[src/rtl/mem_access_pkg.sv]
`default_nettype none
// ============================================================================
// Module   : mem_access_pkg
// Purpose  : Shared opcodes, operation codes, FSM encoding and helpers for
//            the MEM-stage access block.
// Revision : 1.0  initial release
// ============================================================================
package mem_access_pkg;

    localparam int OPT_W      = 4;
    localparam int REG_ADDR_W = 5;

    typedef logic [OPT_W-1:0]      opt_t;
    typedef logic [REG_ADDR_W-1:0] reg_addr_t;

    localparam logic [6:0] c_OP_LOAD  = 7'b0000011;
    localparam logic [6:0] c_OP_STORE = 7'b0100011;

    localparam opt_t c_OPT_NOP = 4'd0;
    localparam opt_t c_OPT_LB  = 4'd1;
    localparam opt_t c_OPT_LH  = 4'd2;
    localparam opt_t c_OPT_LW  = 4'd3;
    localparam opt_t c_OPT_LBU = 4'd4;
    localparam opt_t c_OPT_LHU = 4'd5;
    localparam opt_t c_OPT_SB  = 4'd6;
    localparam opt_t c_OPT_SH  = 4'd7;
    localparam opt_t c_OPT_SW  = 4'd8;

    localparam reg_addr_t c_NOP_REG_ADDR = '0;

    localparam logic [1:0] c_ST_IDLE = 2'd0;
    localparam logic [1:0] c_ST_BUSY = 2'd1;
    localparam logic [1:0] c_ST_DONE = 2'd2;

    // Index of the final byte of an access; unknown widths fall back to one byte.
    function automatic logic [1:0] last_byte_idx(input opt_t opt);
        case (opt)
            c_OPT_LH, c_OPT_LHU, c_OPT_SH: last_byte_idx = 2'd1;
            c_OPT_LW, c_OPT_SW:            last_byte_idx = 2'd3;
            default:                       last_byte_idx = 2'd0;
        endcase
    endfunction

endpackage
`default_nettype wire

[src/rtl/mem_access_if.sv]
`default_nettype none
// ============================================================================
// Module   : mem_access_if
// Purpose  : Byte-wide request/acknowledge port between the MEM stage
//            (master) and the memory controller (slave).
// Revision : 1.0  initial release
// ============================================================================
interface mem_access_if #(
    parameter int ADDR_W = 32
);
    logic              req;
    logic              wr;
    logic [ADDR_W-1:0] addr;
    logic [7:0]        dout;
    logic [7:0]        din;
    logic              ack;

    modport master (output req, wr, addr, dout, input din, ack);
    modport slave  (input req, wr, addr, dout, output din, ack);
endinterface
`default_nettype wire

[src/rtl/mem_access_load_extend.sv]
`default_nettype none
// ============================================================================
// Module   : mem_access_load_extend
// Purpose  : Sign/zero extension of assembled load bytes by operation code.
// Revision : 1.0  initial release
// ============================================================================
module mem_access_load_extend
    import mem_access_pkg::*;
#(
    parameter int XLEN = 32
) (
    input  logic [31:0]     data,
    input  opt_t            opt,
    output logic [XLEN-1:0] ext
);

    always_comb begin
        ext = XLEN'(data);
        case (opt)
            c_OPT_LB:  ext = {{(XLEN-8){data[7]}},   data[7:0]};
            c_OPT_LH:  ext = {{(XLEN-16){data[15]}}, data[15:0]};
            c_OPT_LBU: ext = {{(XLEN-8){1'b0}},      data[7:0]};
            c_OPT_LHU: ext = {{(XLEN-16){1'b0}},     data[15:0]};
            default:   ext = XLEN'(data);
        endcase
    end

endmodule
`default_nettype wire

[src/rtl/mem_access.sv]
`default_nettype none
// ============================================================================
// Module   : mem_access
// Purpose  : MEM stage. Passes ALU results to write-back and serialises
//            loads/stores into byte transfers, stalling the pipeline meanwhile.
//            Define MEM_ALIGN_CHECK_EN to reject misaligned half/word accesses.
// Revision : 1.0  initial release
// ============================================================================
module mem_access
    import mem_access_pkg::*;
#(
    parameter int XLEN   = 32,
    parameter int ADDR_W = 32
) (
    input  logic            clk,
    input  logic            rst_n,
    input  logic            rdy,
    input  logic [6:0]      mem_opcode,
    input  opt_t            mem_opt,
    input  logic            mem_we,
    input  reg_addr_t       mem_waddr,
    input  logic [XLEN-1:0] mem_alu,
    input  logic [XLEN-1:0] mem_rdata2,
    output logic            wb_we,
    output reg_addr_t       wb_waddr,
    output logic [XLEN-1:0] wb_wdata,
    output logic            stallreq_mem,
    output logic            misalign_err,
    mem_access_if.master    mc
);

    logic [1:0]      r_state;
    logic [1:0]      w_state_nxt;
    logic [1:0]      r_idx;
    logic [31:0]     r_data;
    logic            w_is_load;
    logic            w_is_store;
    logic            w_is_mem;
    logic            w_misaligned;
    logic [1:0]      w_last_idx;
    logic [XLEN-1:0] w_ext;

    assign w_is_load  = (mem_opcode == c_OP_LOAD);
    assign w_is_store = (mem_opcode == c_OP_STORE);
    assign w_is_mem   = w_is_load | w_is_store;
    assign w_last_idx = last_byte_idx(mem_opt);

`ifdef MEM_ALIGN_CHECK_EN
    assign w_misaligned = w_is_mem &&
                          (((w_last_idx == 2'd1) && mem_alu[0]) ||
                           ((w_last_idx == 2'd3) && (mem_alu[1:0] != 2'b00)));
    assign misalign_err = rst_n && (r_state == c_ST_DONE) && w_misaligned;
`else
    assign w_misaligned = 1'b0;
    assign misalign_err = 1'b0;
`endif

    always_comb begin
        w_state_nxt = r_state;
        case (r_state)
            c_ST_IDLE: if (w_is_mem) w_state_nxt = w_misaligned ? c_ST_DONE : c_ST_BUSY;
            c_ST_BUSY: if (mc.ack && (r_idx == w_last_idx)) w_state_nxt = c_ST_DONE;
            c_ST_DONE: w_state_nxt = c_ST_IDLE;
            default:   w_state_nxt = c_ST_IDLE;
        endcase
    end

    // rdy low freezes everything, including any acknowledge seen that cycle.
    always_ff @(posedge clk or negedge rst_n) begin
        if (!rst_n) begin
            r_state <= c_ST_IDLE;
            r_idx   <= 2'd0;
            r_data  <= 32'd0;
        end else if (rdy) begin
            r_state <= w_state_nxt;
            if (r_state == c_ST_BUSY) begin
                if (mc.ack) begin
                    if (w_is_load) r_data[{r_idx, 3'b000} +: 8] <= mc.din;
                    r_idx <= r_idx + 2'd1;
                end
            end else begin
                r_idx <= 2'd0;
            end
        end
    end

    mem_access_load_extend #(
        .XLEN (XLEN)
    ) u_load_extend (
        .data (r_data),
        .opt  (mem_opt),
        .ext  (w_ext)
    );

    // Outputs follow the held EX/MEM inputs; reset forces them idle at once.
    always_comb begin
        wb_we        = 1'b0;
        wb_waddr     = c_NOP_REG_ADDR;
        wb_wdata     = '0;
        stallreq_mem = 1'b0;
        mc.req       = 1'b0;
        mc.wr        = 1'b0;
        mc.addr      = '0;
        mc.dout      = 8'd0;
        if (rst_n) begin
            case (r_state)
                c_ST_IDLE: begin
                    if (w_is_mem) begin
                        stallreq_mem = 1'b1;
                    end else begin
                        wb_we    = mem_we;
                        wb_waddr = mem_waddr;
                        wb_wdata = mem_alu;
                    end
                end
                c_ST_BUSY: begin
                    stallreq_mem = 1'b1;
                    mc.req       = 1'b1;
                    mc.wr        = w_is_store;
                    mc.addr      = ADDR_W'(mem_alu) + ADDR_W'(r_idx);
                    mc.dout      = mem_rdata2[{r_idx, 3'b000} +: 8];
                end
                c_ST_DONE: begin
                    if (w_is_load && !w_misaligned) begin
                        wb_we    = mem_we;
                        wb_waddr = mem_waddr;
                        wb_wdata = w_ext;
                    end
                end
                default: ;
            endcase
        end
    end

endmodule
`default_nettype wire

[src/flat_wrapper.sv]
// flat-port wrapper written by rule: the top's interface ports become plain ports
module mem_access_flat import mem_access_pkg::*;
#(
    parameter int XLEN   = 32,
    parameter int ADDR_W = 32
)
  (clk, rst_n, rdy, mem_opcode, mem_opt, mem_we, mem_waddr, mem_alu, mem_rdata2, wb_we, wb_waddr, wb_wdata, stallreq_mem, misalign_err, mc_req, mc_wr, mc_addr, mc_dout, mc_din, mc_ack);
  mem_access_if #(.ADDR_W(ADDR_W)) mc_i ();
  input  logic clk;
  input  logic rst_n;
  input  logic rdy;
  input  logic [6:0] mem_opcode;
  input  opt_t mem_opt;
  input  logic mem_we;
  input  reg_addr_t mem_waddr;
  input  logic [XLEN-1:0] mem_alu;
  input  logic [XLEN-1:0] mem_rdata2;
  output logic wb_we;
  output reg_addr_t wb_waddr;
  output logic [XLEN-1:0] wb_wdata;
  output logic stallreq_mem;
  output logic misalign_err;
  output wire logic [$bits(mc_i.req)-1:0] mc_req;
  output wire logic [$bits(mc_i.wr)-1:0] mc_wr;
  output wire logic [$bits(mc_i.addr)-1:0] mc_addr;
  output wire logic [$bits(mc_i.dout)-1:0] mc_dout;
  input wire logic [$bits(mc_i.din)-1:0] mc_din;
  input wire logic [$bits(mc_i.ack)-1:0] mc_ack;
  assign mc_req = mc_i.req;
  assign mc_wr = mc_i.wr;
  assign mc_addr = mc_i.addr;
  assign mc_dout = mc_i.dout;
  assign mc_i.din = mc_din;
  assign mc_i.ack = mc_ack;
  mem_access #(.XLEN(XLEN), .ADDR_W(ADDR_W)) u_core (.clk(clk), .rst_n(rst_n), .rdy(rdy), .mem_opcode(mem_opcode), .mem_opt(mem_opt), .mem_we(mem_we), .mem_waddr(mem_waddr), .mem_alu(mem_alu), .mem_rdata2(mem_rdata2), .wb_we(wb_we), .wb_waddr(wb_waddr), .wb_wdata(wb_wdata), .stallreq_mem(stallreq_mem), .misalign_err(misalign_err), .mc(mc_i));
endmodule
[config.mk]
export PLATFORM = sky130hd
export DESIGN_NAME = mem_access_flat
export DESIGN_NICKNAME = d
export VERILOG_FILES = /design/src/rtl/mem_access_pkg.sv /design/src/rtl/mem_access_if.sv /design/src/rtl/mem_access_load_extend.sv /design/src/rtl/mem_access.sv /design/src/flat_wrapper.sv
export SDC_FILE = /design/constraint.sdc
export NUM_CORES = 1
export LEC_CHECK = 0
export ABC_CLOCK_PERIOD_IN_PS = 2000
export CORE_MARGIN = 4
export CORE_UTILIZATION = 37
export DETAILED_ROUTE_END_ITERATION = 8
export PLACE_DENSITY = 0.78
export SYNTH_ARGS = -nofsm -noshare
export SYNTH_HDL_FRONTEND = slang
export SYNTH_SLANG_ARGS = --single-unit
[constraint.sdc]
create_clock -name clk -period 2 [get_ports clk]
set_input_delay 0.2 -clock clk [delete_from_list [all_inputs] [get_ports clk]]
set_output_delay 0.2 -clock clk [all_outputs]
set_load 0.01 [all_outputs]
## Yosys cells after proc, flatten, opt, wreduce, memory -nomap -nowiden

Cells that the tools add are included.

- Add/sub/neg operators: 3
- Eq/ne operators: 15
- Shifts and indexed selects: 3
- Multiplexer cells: 31
- Bitwise logic cells: 1
- Reduce and logical (&&, ||, !) cells: 7

Operators by type and width:

| operator | number |
|---|---|
| 32-bit two-way mux | 5 |
| 32-bit case mux with 4 select lines | 1 |
| 32-bit case mux with 2 select lines | 1 |
| 32-bit by 2-bit adder with 32-bit output | 1 |
| 32-bit bitwise mux | 1 |
| 8-bit by 7-bit variable shift with 32-bit output, first input constant | 1 |
| 32-bit by 6-bit indexed part select with 8-bit output | 1 |
| 8-bit by 7-bit indexed part select with 32-bit output | 1 |
| 8-bit two-way mux | 2 |
| 5-bit two-way mux | 3 |
| 4-bit by 3-bit == test with 1-bit output, second input constant | 3 |
| 5-bit case mux with 2 select lines | 1 |
| 1-bit two-way mux | 9 |
| 4-bit by 2-bit == test with 1-bit output, second input constant | 2 |
| 2-bit two-way mux | 4 |
| 2-bit case mux with 2 select lines | 2 |
| 7-bit by 2-bit == test with 1-bit output, second input constant | 1 |
| 7-bit by 6-bit == test with 1-bit output, second input constant | 1 |
| 5-bit negator with 7-bit output | 1 |
| 4-bit by 1-bit == test with 1-bit output, second input constant | 1 |
| 4-bit == test, second input constant | 1 |
| 2-bit by 1-bit inequality test with 1-bit output, second input constant | 2 |
| 1-bit case mux with 2 select lines | 2 |
| 4-bit AND reduction | 1 |
| 12 further kinds | 12 |

- Register bits after elaboration: 36
- Input bits: 93
- Word-level logic and storage cells: 63

## Longest topological paths before layout

Gate-level depths: netlist (run 1).

- Depth in word-level cells: 7
- Depth in mapped cells: 8
- Mapped depth without buffers: 7

## Modules after synthesis

From an unflattened synthesis (run 1), not the netlist that was laid out.

- Cells, all modules: 465
- Area total of the unflattened synthesis: 3611.0 sq um

Modules (own cells, without submodules):

| module | instances | cells an instance | area an instance (sq um) | sequential area each (sq um) |
|---|---|---|---|---|
| mem_access | 1 | 416 | 3214.3 | 900.9 |
| mem_access_load_extend | 1 | 49 | 396.6 | 0.0 |

## Worst setup path before layout (run 1)

OpenSTA, ideal clock, no wires.

- Path type: register to output
- Start point: register u_core.r_idx[1]
- End point: output port mc_addr[31]
- Arrival time: 1.890 ns
- Slack: -0.090 ns
- Cell stages (with the launch flop): 7
- Path through: dfrtp_1 ha_1 a21oi_1 nor3_4 nand4_4 or3_1 a21oi_1

- Cells in the longest elaborated chain, start to end: 3

Ends and longest elaborated chain:

| item | line | RTL |
|---|---|---|
| start, declared | mem_access.sv:34 | `logic [1:0] r_idx;` |
| start signal, assigned | mem_access.sv:79 | `r_idx <= r_idx + 2'd1;` |
| 32-bit by 2-bit adder with 32-bit output | mem_access.sv:120 | `mc.addr = ADDR_W'(mem_alu) + ADDR_W'(r_idx);` |
| 32-bit two-way mux | mem_access.sv:106 | `case (r_state)` |
| 32-bit two-way mux | mem_access.sv:105 | `if (rst_n) begin` |
| end, declared | flat_wrapper.sv:25 | `output wire logic [$bits(mc_i.addr)-1:0] mc_addr;` |

No other way between the ends.

## Final worst setup path (run 1)

Ends and elaborated chain as after synthesis.

==> summary.txt, run 1 <==
=================================================================================
Result of the run .................................................. finished, violations left
Violations in the final reports .................................... negative setup slack
Area after detailed placement ......................................     5810 um2
Area overhead of the layout relative to synthesis ..................        90.7%
1st-pass router iterations .........................................            5
DRC violation count after routing ..................................            0
Element type at the critical path start ............................         flop
Leak ...............................................................      2.94 nW
Area leader, netlist ............................................... sky130_fd_sc_hd__dfrtp_1
Ant diodes .........................................................            0
Unrepaired setup endpoints after global routing ....................         true
Total global-route track usage .....................................        26.3%
Width of the die ...................................................       104 um
Final setup violation count ........................................           65
Final Cell Area ....................................................     6530 um2
Min Tclk post-route ................................................      2.43 ns
Max Fanout on Critical Path ........................................            7
Source-to-sink clock delay at the later pin of the worst-skew pair .      0.30 ns
Async set or reset register ratio after synthesis ..................         100%
Global-route wire length before repair .............................     23600 um
Path type of the worst min-delay path .............................. input pin to asynchronous set/reset pin
Number of buffers created by CTS ...................................            5
Number of enable flip-flop cells after synthesis ...................            0
Reg2reg setup slack ................................................     -0.02 ns
Worst setup EP type ................................................  output port
Initial antenna violation count ....................................            0
Worst-case setup slack after placement .............................     -1.02 ns
Number of ports placed on the die boundary .........................          175
Number of sinks handled by clock tree synthesis ....................           36
Number of nets with antenna violations after detailed routing ......            0
Highest achievable clock rate ......................................      412 MHz
Final standard cell count with taps included and fillers excluded ..          837
CP arrival .........................................................      2.23 ns
Effective utilization at floorplan .................................        38.7%
Setup_tns ..........................................................    -13.39 ns
CTS tree ...........................................................        built
Largest net degree at the start of global routing ..................           37
Full die area ......................................................    10900 um2
Vias in the first global route .....................................         4663
Routed len/inst ....................................................      19.3 um
Root buffer cell ................................................... sky130_fd_sc_hd__clkbuf_8
Share of Yosys cell area claimed by the top area cell type .........        26.3%
Net Count, Synth ...................................................          564
Final HPWL from detailed placement .................................     10400 um
Share of layout cells above drive strength 1 .......................        41.3%
Area of the core region ............................................     8850 um2
FF-to-FF path depth ................................................           10
Commonest register cell after synthesis ............................ sky130_fd_sc_hd__dfrtp_1
First element of the critical path ................................. u_core.r_idx[1]$_DFFE_PN0P_
Number of levels in the clock H-tree ...............................            2
Fin Hold WS ........................................................     0.135 ns
Data required time of the worst path ...............................      1.80 ns
Post-Synthesis Cells ...............................................          463
Final design utilization ...........................................        73.8%
Final worst-path cycle share .......................................         121%
# rows .............................................................           34
Clock Skew .........................................................    0.0173 ns
Source of the worst register-to-register timing path ............... u_core.r_idx[1]$_DFFE_PN0P_
Cell types with the highest counts after synthesis ................. sky130_fd_sc_hd__nand2_1 (76), sky130_fd_sc_hd__nor2_1 (59), sky130_fd_sc_hd__o21ai_0 (45), sky130_fd_sc_hd__dfrtp_1 (36), sky130_fd_sc_hd__nand3_1 (29)
Register area share after synthesis ................................        26.3%
Total of max-cap violations ........................................            0
Max Slew Vio Count .................................................            0
Yosys cell types ...................................................           52
Cell count after placement .........................................          792
Clock tree buffer depth ............................................            2
Post-synthesis area per instance ...................................     7.39 um2
Power Density ......................................................   751 nW/um2
Final layout net count .............................................          829
Overall power consumption ..........................................      4.90 mW
Count of final hold-check violations ...............................            0
I/O Buffers ........................................................          173
Vertical die dimension .............................................       104 um
Clock-pin slew on the worst setup and hold paths ...................      0.09 ns
Per-cell via count in the routed design ............................         5.79
Worst IR drop on VDD ...............................................   0.000476 V
Count leader, synth ................................................ sky130_fd_sc_hd__nand2_1
Final Routed Wirelength ............................................     16100 um
Placer congestion estimate .........................................        0.856
Via count ..........................................................         4847
DRC marker count from the first detailed-route iteration ...........          346
WS Path Type ....................................................... flop to output port
Cell types occupying the most area after synthesis ................. sky130_fd_sc_hd__dfrtp_1 (26%), sky130_fd_sc_hd__nand2_1 (8.3%), sky130_fd_sc_hd__o21ai_0 (6.6%)
Count of synthesis-stage warnings from yosys .......................            0
Worst Setup Slack, final ...........................................    -0.429 ns
Seq cells post-synth ...............................................           36
GRT Residual Overflow ..............................................            0
Post-Syn Area ......................................................     3420 um2
=================================================================================
-- worst max-delay path, cell delays in order (launching register included) --
cell and delay (ns):
sky130_fd_sc_hd__dfrtp_1 0.44, sky130_fd_sc_hd__ha_4 0.30, sky130_fd_sc_hd__a21oi_4 0.08, sky130_fd_sc_hd__nor3_4 0.17
sky130_fd_sc_hd__buf_6 0.13, sky130_fd_sc_hd__nand4_4 0.14, sky130_fd_sc_hd__or3_1 0.38, sky130_fd_sc_hd__a21oi_2 0.14
sky130_fd_sc_hd__buf_2 0.14
-- worst paths after layout --
| check | to |
|---|---|
| max | mc_addr[31] |
| min | u_core.r_state[0]$_DFFE_PN0P_ |
| max reg2reg | u_core.r_data[0]$_DFFE_PN0P_ |
| min reg2reg | u_core.r_data[29]$_DFFE_PN0P_ |
| max in group asynchronous | u_core.r_data[24]$_DFFE_PN0P_ |
| min in group clk | u_core.r_data[29]$_DFFE_PN0P_ |
-- state kept, by name, summed over array words and instances (netlist names) --
register and count:
u_core.r_idx 2, u_core.r_state 2, u_core.r_data 32
-- layout make-up --
class                      instances  area [um2]
tap                              108         135
inverter                           7        30.0
clock buffer                       6        72.6
clock inverter                     2        35.0
timing repair buffer             292        2510
fill                             587        2320
multi-input combinational        386        2850
sequential                        36         901
-- routing by layer --
layer / vias to the layer above / wire [um] / global-route usage (%)
met5: - / 0 / 0
met4: 0 / 699 / 9.97
met3: 70 / 1260 / 4.97
met2: 300 / 8360 / 49.4
met1: 2309 / 5800 / 29.2
li1: 2168 / - / -
-- what timing repair did --
item,in CTS,in global routing
pin swaps,46,52
setup buffers,22,13
resized for setup,359,91
hold buffers,1,0
gates cloned,5,0
endpoints found under the setup margin,81,108
endpoints found under the hold margin,36,0
-- power breakdown --
part	internal, mW	leakage, nW	switching, mW
combinational	1.75	2.39	1.72
clock	0.370	0.0552	0.265
sequential	0.765	0.498	0.0345
total	2.88	2.94	2.02
-- cells in the final DEF, fill, tap and decap left out, drive strengths merged, types with 2 or more instances in the layout --
cell type      instances
clkbuf                14
inv                    6
xor2                  16
xnor2                  7
buf                  185
dlymetal6s2s           3
or3                   12
nand2                 76
a21oi                 15
and2                   7
o21ai                 61
nand3b                 2
nand4b                 4
nand4                  7
nor2                  59
mux4                   8
and3                  16
nor2b                  4
nor3                   6
ha                     7
dfrtp                 36
a21o                   7
nand3                 30
clkdlybuf4s50         85
nor3b                  4
and4                   3
dlygate4sd2           11
a22oi                 16
nor4b                  3
-- logic make-up after synthesis --
| kind of cell | after synthesis | share of synthesized area, % |
|---|---|---|
| simple gates | 238 | 35.7 |
| compound gates | 107 | 18.1 |
| buf+inv | 41 | 5.19 |
| flops | 36 | 26.3 |
| xor+xnor | 23 | 5.88 |
| mux | 9 | 5.59 |
| fa+ha+maj | 8 | 3.14 |
| other cells | 1 | 0.110 |
No activity file was read; power rests on OpenSTA's default activity.
==> run 2: changes to the inputs <==
==> constraint.sdc (replaced) <==
create_clock -name clk -period 2 [get_ports clk]
set_input_delay 0.2 -clock clk [delete_from_list [all_inputs] [get_ports clk]]
set_output_delay 0.2 -clock clk [all_outputs]
set_load 0.02 [all_outputs]
==> run 2 against run 1 <==
  * The flow still finishes with violations (negative setup slack)
  * Fmax is 5.0% lower
  * Sequential power rose by 2.9%
  * Wire length is 17% higher
  * Largest cell class unchanged
==> summary.txt, run 2 (synthesis results as in run 1) <==
==================================================================================
Area after detailed placement .......................................     5870 um2
Cell count after placement ..........................................          793
Highest achievable clock rate .......................................      391 MHz
Leak ................................................................      2.99 nW
Number of sinks handled by clock tree synthesis .....................           36
Filler Cells Inserted ...............................................          515
Routed len/inst .....................................................      22.4 um
Vias in the first global route ......................................         4844
Total global-route track usage ......................................        28.3%
Effective utilization at floorplan ..................................        38.7%
Final layout net count ..............................................          837
Reg2reg setup slack .................................................     -0.09 ns
1st-pass router iterations ..........................................            5
Width of the die ....................................................       104 um
Most utilized layer in the global route result ......................         met2
Full die area .......................................................    10900 um2
Largest reg by FF count ............................................. u_core.r_data
Clock tree buffer depth .............................................            2
Worst setup EP type .................................................  output port
Area of the core region .............................................     8850 um2
Overall power consumption ...........................................      5.45 mW
Per-cell via count in the routed design .............................         6.00
Root buffer cell .................................................... sky130_fd_sc_hd__clkbuf_8
Total area of multi-input combinational cells .......................     2970 um2
DRC marker count from the first detailed-route iteration ............          513
Area overhead of the layout relative to synthesis ...................         102%
Flip-flop count of the largest register, all copies and words added .           32
Count of final hold-check violations ................................            0
Result of the run ................................................... finished, violations left
Top Registers ....................................................... u_core.r_data (32), u_core.r_idx (2), u_core.r_state (2)
# rows ..............................................................           34
Ant diodes ..........................................................            0
Number of buffers created by CTS ....................................            5
Final standard cell count with taps included and fillers excluded ...          845
Vertical die dimension ..............................................       104 um
Unrepaired setup endpoints after global routing .....................         true
CTS tree ............................................................        built
Clock Skew ..........................................................   0.00947 ns
Worst IR drop on VDD ................................................   0.000555 V
FF-to-FF path depth .................................................           10
Max Fanout on Critical Path .........................................            6
Violations in the final reports ..................................... negative setup slack
Global-route wire length before repair ..............................     25200 um
GRT Residual Overflow ...............................................            0
Data required time of the worst path ................................      1.80 ns
Min Tclk post-route .................................................      2.56 ns
Clock-pin slew on the worst setup and hold paths ....................      0.08 ns
Total of max-cap violations .........................................            0
WS Path Type ........................................................ input pin to output port
Number of levels in the clock H-tree ................................            2
Source of the worst register-to-register timing path ................ u_core.r_idx[0]$_DFFE_PN0P_
M2 GR Usage .........................................................        49.8%
Placer congestion estimate ..........................................        0.905
Tightest slew margin relative to the limit ..........................        64.4%
Final Cell Area .....................................................     6900 um2
Register area .......................................................      903 um2
Reg-to-reg endpoint ................................................. u_core.r_data[9]$_DFFE_PN0P_
Path type of the worst min-delay path ............................... input pin to asynchronous set/reset pin
Most common library cell in the layout ignoring fill and taps ....... sky130_fd_sc_hd__buf_4
Final HPWL from detailed placement ..................................     11400 um
Source-to-sink clock delay at the later pin of the worst-skew pair ..      0.30 ns
Largest net degree at the start of global routing ...................           33
I/O Buffers .........................................................          173
Number of ports placed on the die boundary ..........................          175
Element type at the critical path start .............................    input pin
Via count ...........................................................         5072
Share of layout cells above drive strength 1 ........................        45.7%
Met3 global-route usage .............................................        5.34%
Met1 Use GR .........................................................        34.3%
Final Routed Wirelength .............................................     18900 um
Slew of the pin with the lowest slew margin .........................     0.533 ns
Max Slew Vio Count ..................................................            0
CP arrival ..........................................................      2.36 ns
Commonest non-fill, non-tap cells in the layout ..................... sky130_fd_sc_hd__buf_4 (126), sky130_fd_sc_hd__clkdlybuf4s50_1 (77), sky130_fd_sc_hd__nand2_1 (70)
Final setup violation count .........................................           91
DRC violation count after routing ...................................            0
Number of nets with antenna violations after detailed routing .......            0
Final design utilization ............................................        78.0%
Final worst-path cycle share ........................................         128%
Initial antenna violation count .....................................            0
Power Density .......................................................   789 nW/um2
Worst Setup Slack, final ............................................    -0.557 ns
==================================================================================
## run 2: cell count changes in the layout (fill, tap and decap cells not counted), sizes merged, moves of 2 or more
cell           change
buf               +17
clkdlybuf4s50      -8
clkbuf             -6
clkdlybuf4s15      +5
clkinvlp           +2
dlygate4sd2        -2
## run 2: worst max-delay path by stage
stage	startpoint	end	slack, ns	cells after the start
floorplan	u_core.r_idx[1]$_DFFE_PN0P_	mc_addr[31]	-0.09	6
global placement	mem_alu[0]	mc_addr[28]	-0.93	9
detailed placement	mem_alu[0]	mc_addr[26]	-1.04	9
CTS	u_core.r_idx[1]$_DFFE_PN0P_	mc_addr[31]	-0.47	7
global route	mem_alu[15]	mc_addr[28]	-0.58	8
finish	mem_alu[15]	mc_addr[28]	-0.56	8
## run 2: what timing repair did
action	CTS	global route
pin swaps	46	60
setup endpoints to repair	81	111
hold endpoints to repair	8	0
cloned	3	3
buffers inserted	23	18
hold buffers	1	0
resized for setup	498	120
## run 2: stage by stage
stage | setup slack, ns | hold slack, ns | setup TNS (ns)
after floorplan | -0.0876 | -0.0956 | -0.117
after CTS | -0.470 | 0.280 | -11.48
after global routing | -0.584 | 0.373 | -20.64
final | -0.557 | 0.345 | -15.15
after global placement | -0.926 | 0.233 | -46.25
after detailed placement | -1.04 | 0.245 | -49.33
## run 2: area by class of cell
type	instances	area share, %
Tap cell	108	1.96
Timing Repair Buffer	299	39.8
Sequential cell	36	13.1
Clock inverter	3	0.616
Clock buffer	5	0.997
Multi-Input combinational cell	387	43.0
Inverter	7	0.489
## run 2: metal layers
layer  wire [um]  up-vias
met5           0        -
met1        7030     2427
li1            -     2188
met2        9270      353
met4        1120        0
met3        1480      104
## run 2: critical path, cell delays in order
cell	delay (ns)
sky130_fd_sc_hd__clkdlybuf4s50_1	0.59
sky130_fd_sc_hd__nand2_2	0.14
sky130_fd_sc_hd__nor3_4	0.47
sky130_fd_sc_hd__nand4_4	0.20
sky130_fd_sc_hd__buf_4	0.20
sky130_fd_sc_hd__o21ai_0	0.28
sky130_fd_sc_hd__a21oi_2	0.10
sky130_fd_sc_hd__buf_4	0.17
## run 2: power breakdown
group	internal (mW)	switching [mW]	total [mW]
Clock	0.369	0.287	0.656
Combinational	1.90	2.07	3.97
Sequential	0.767	0.0557	0.823
Total	3.04	2.41	5.45
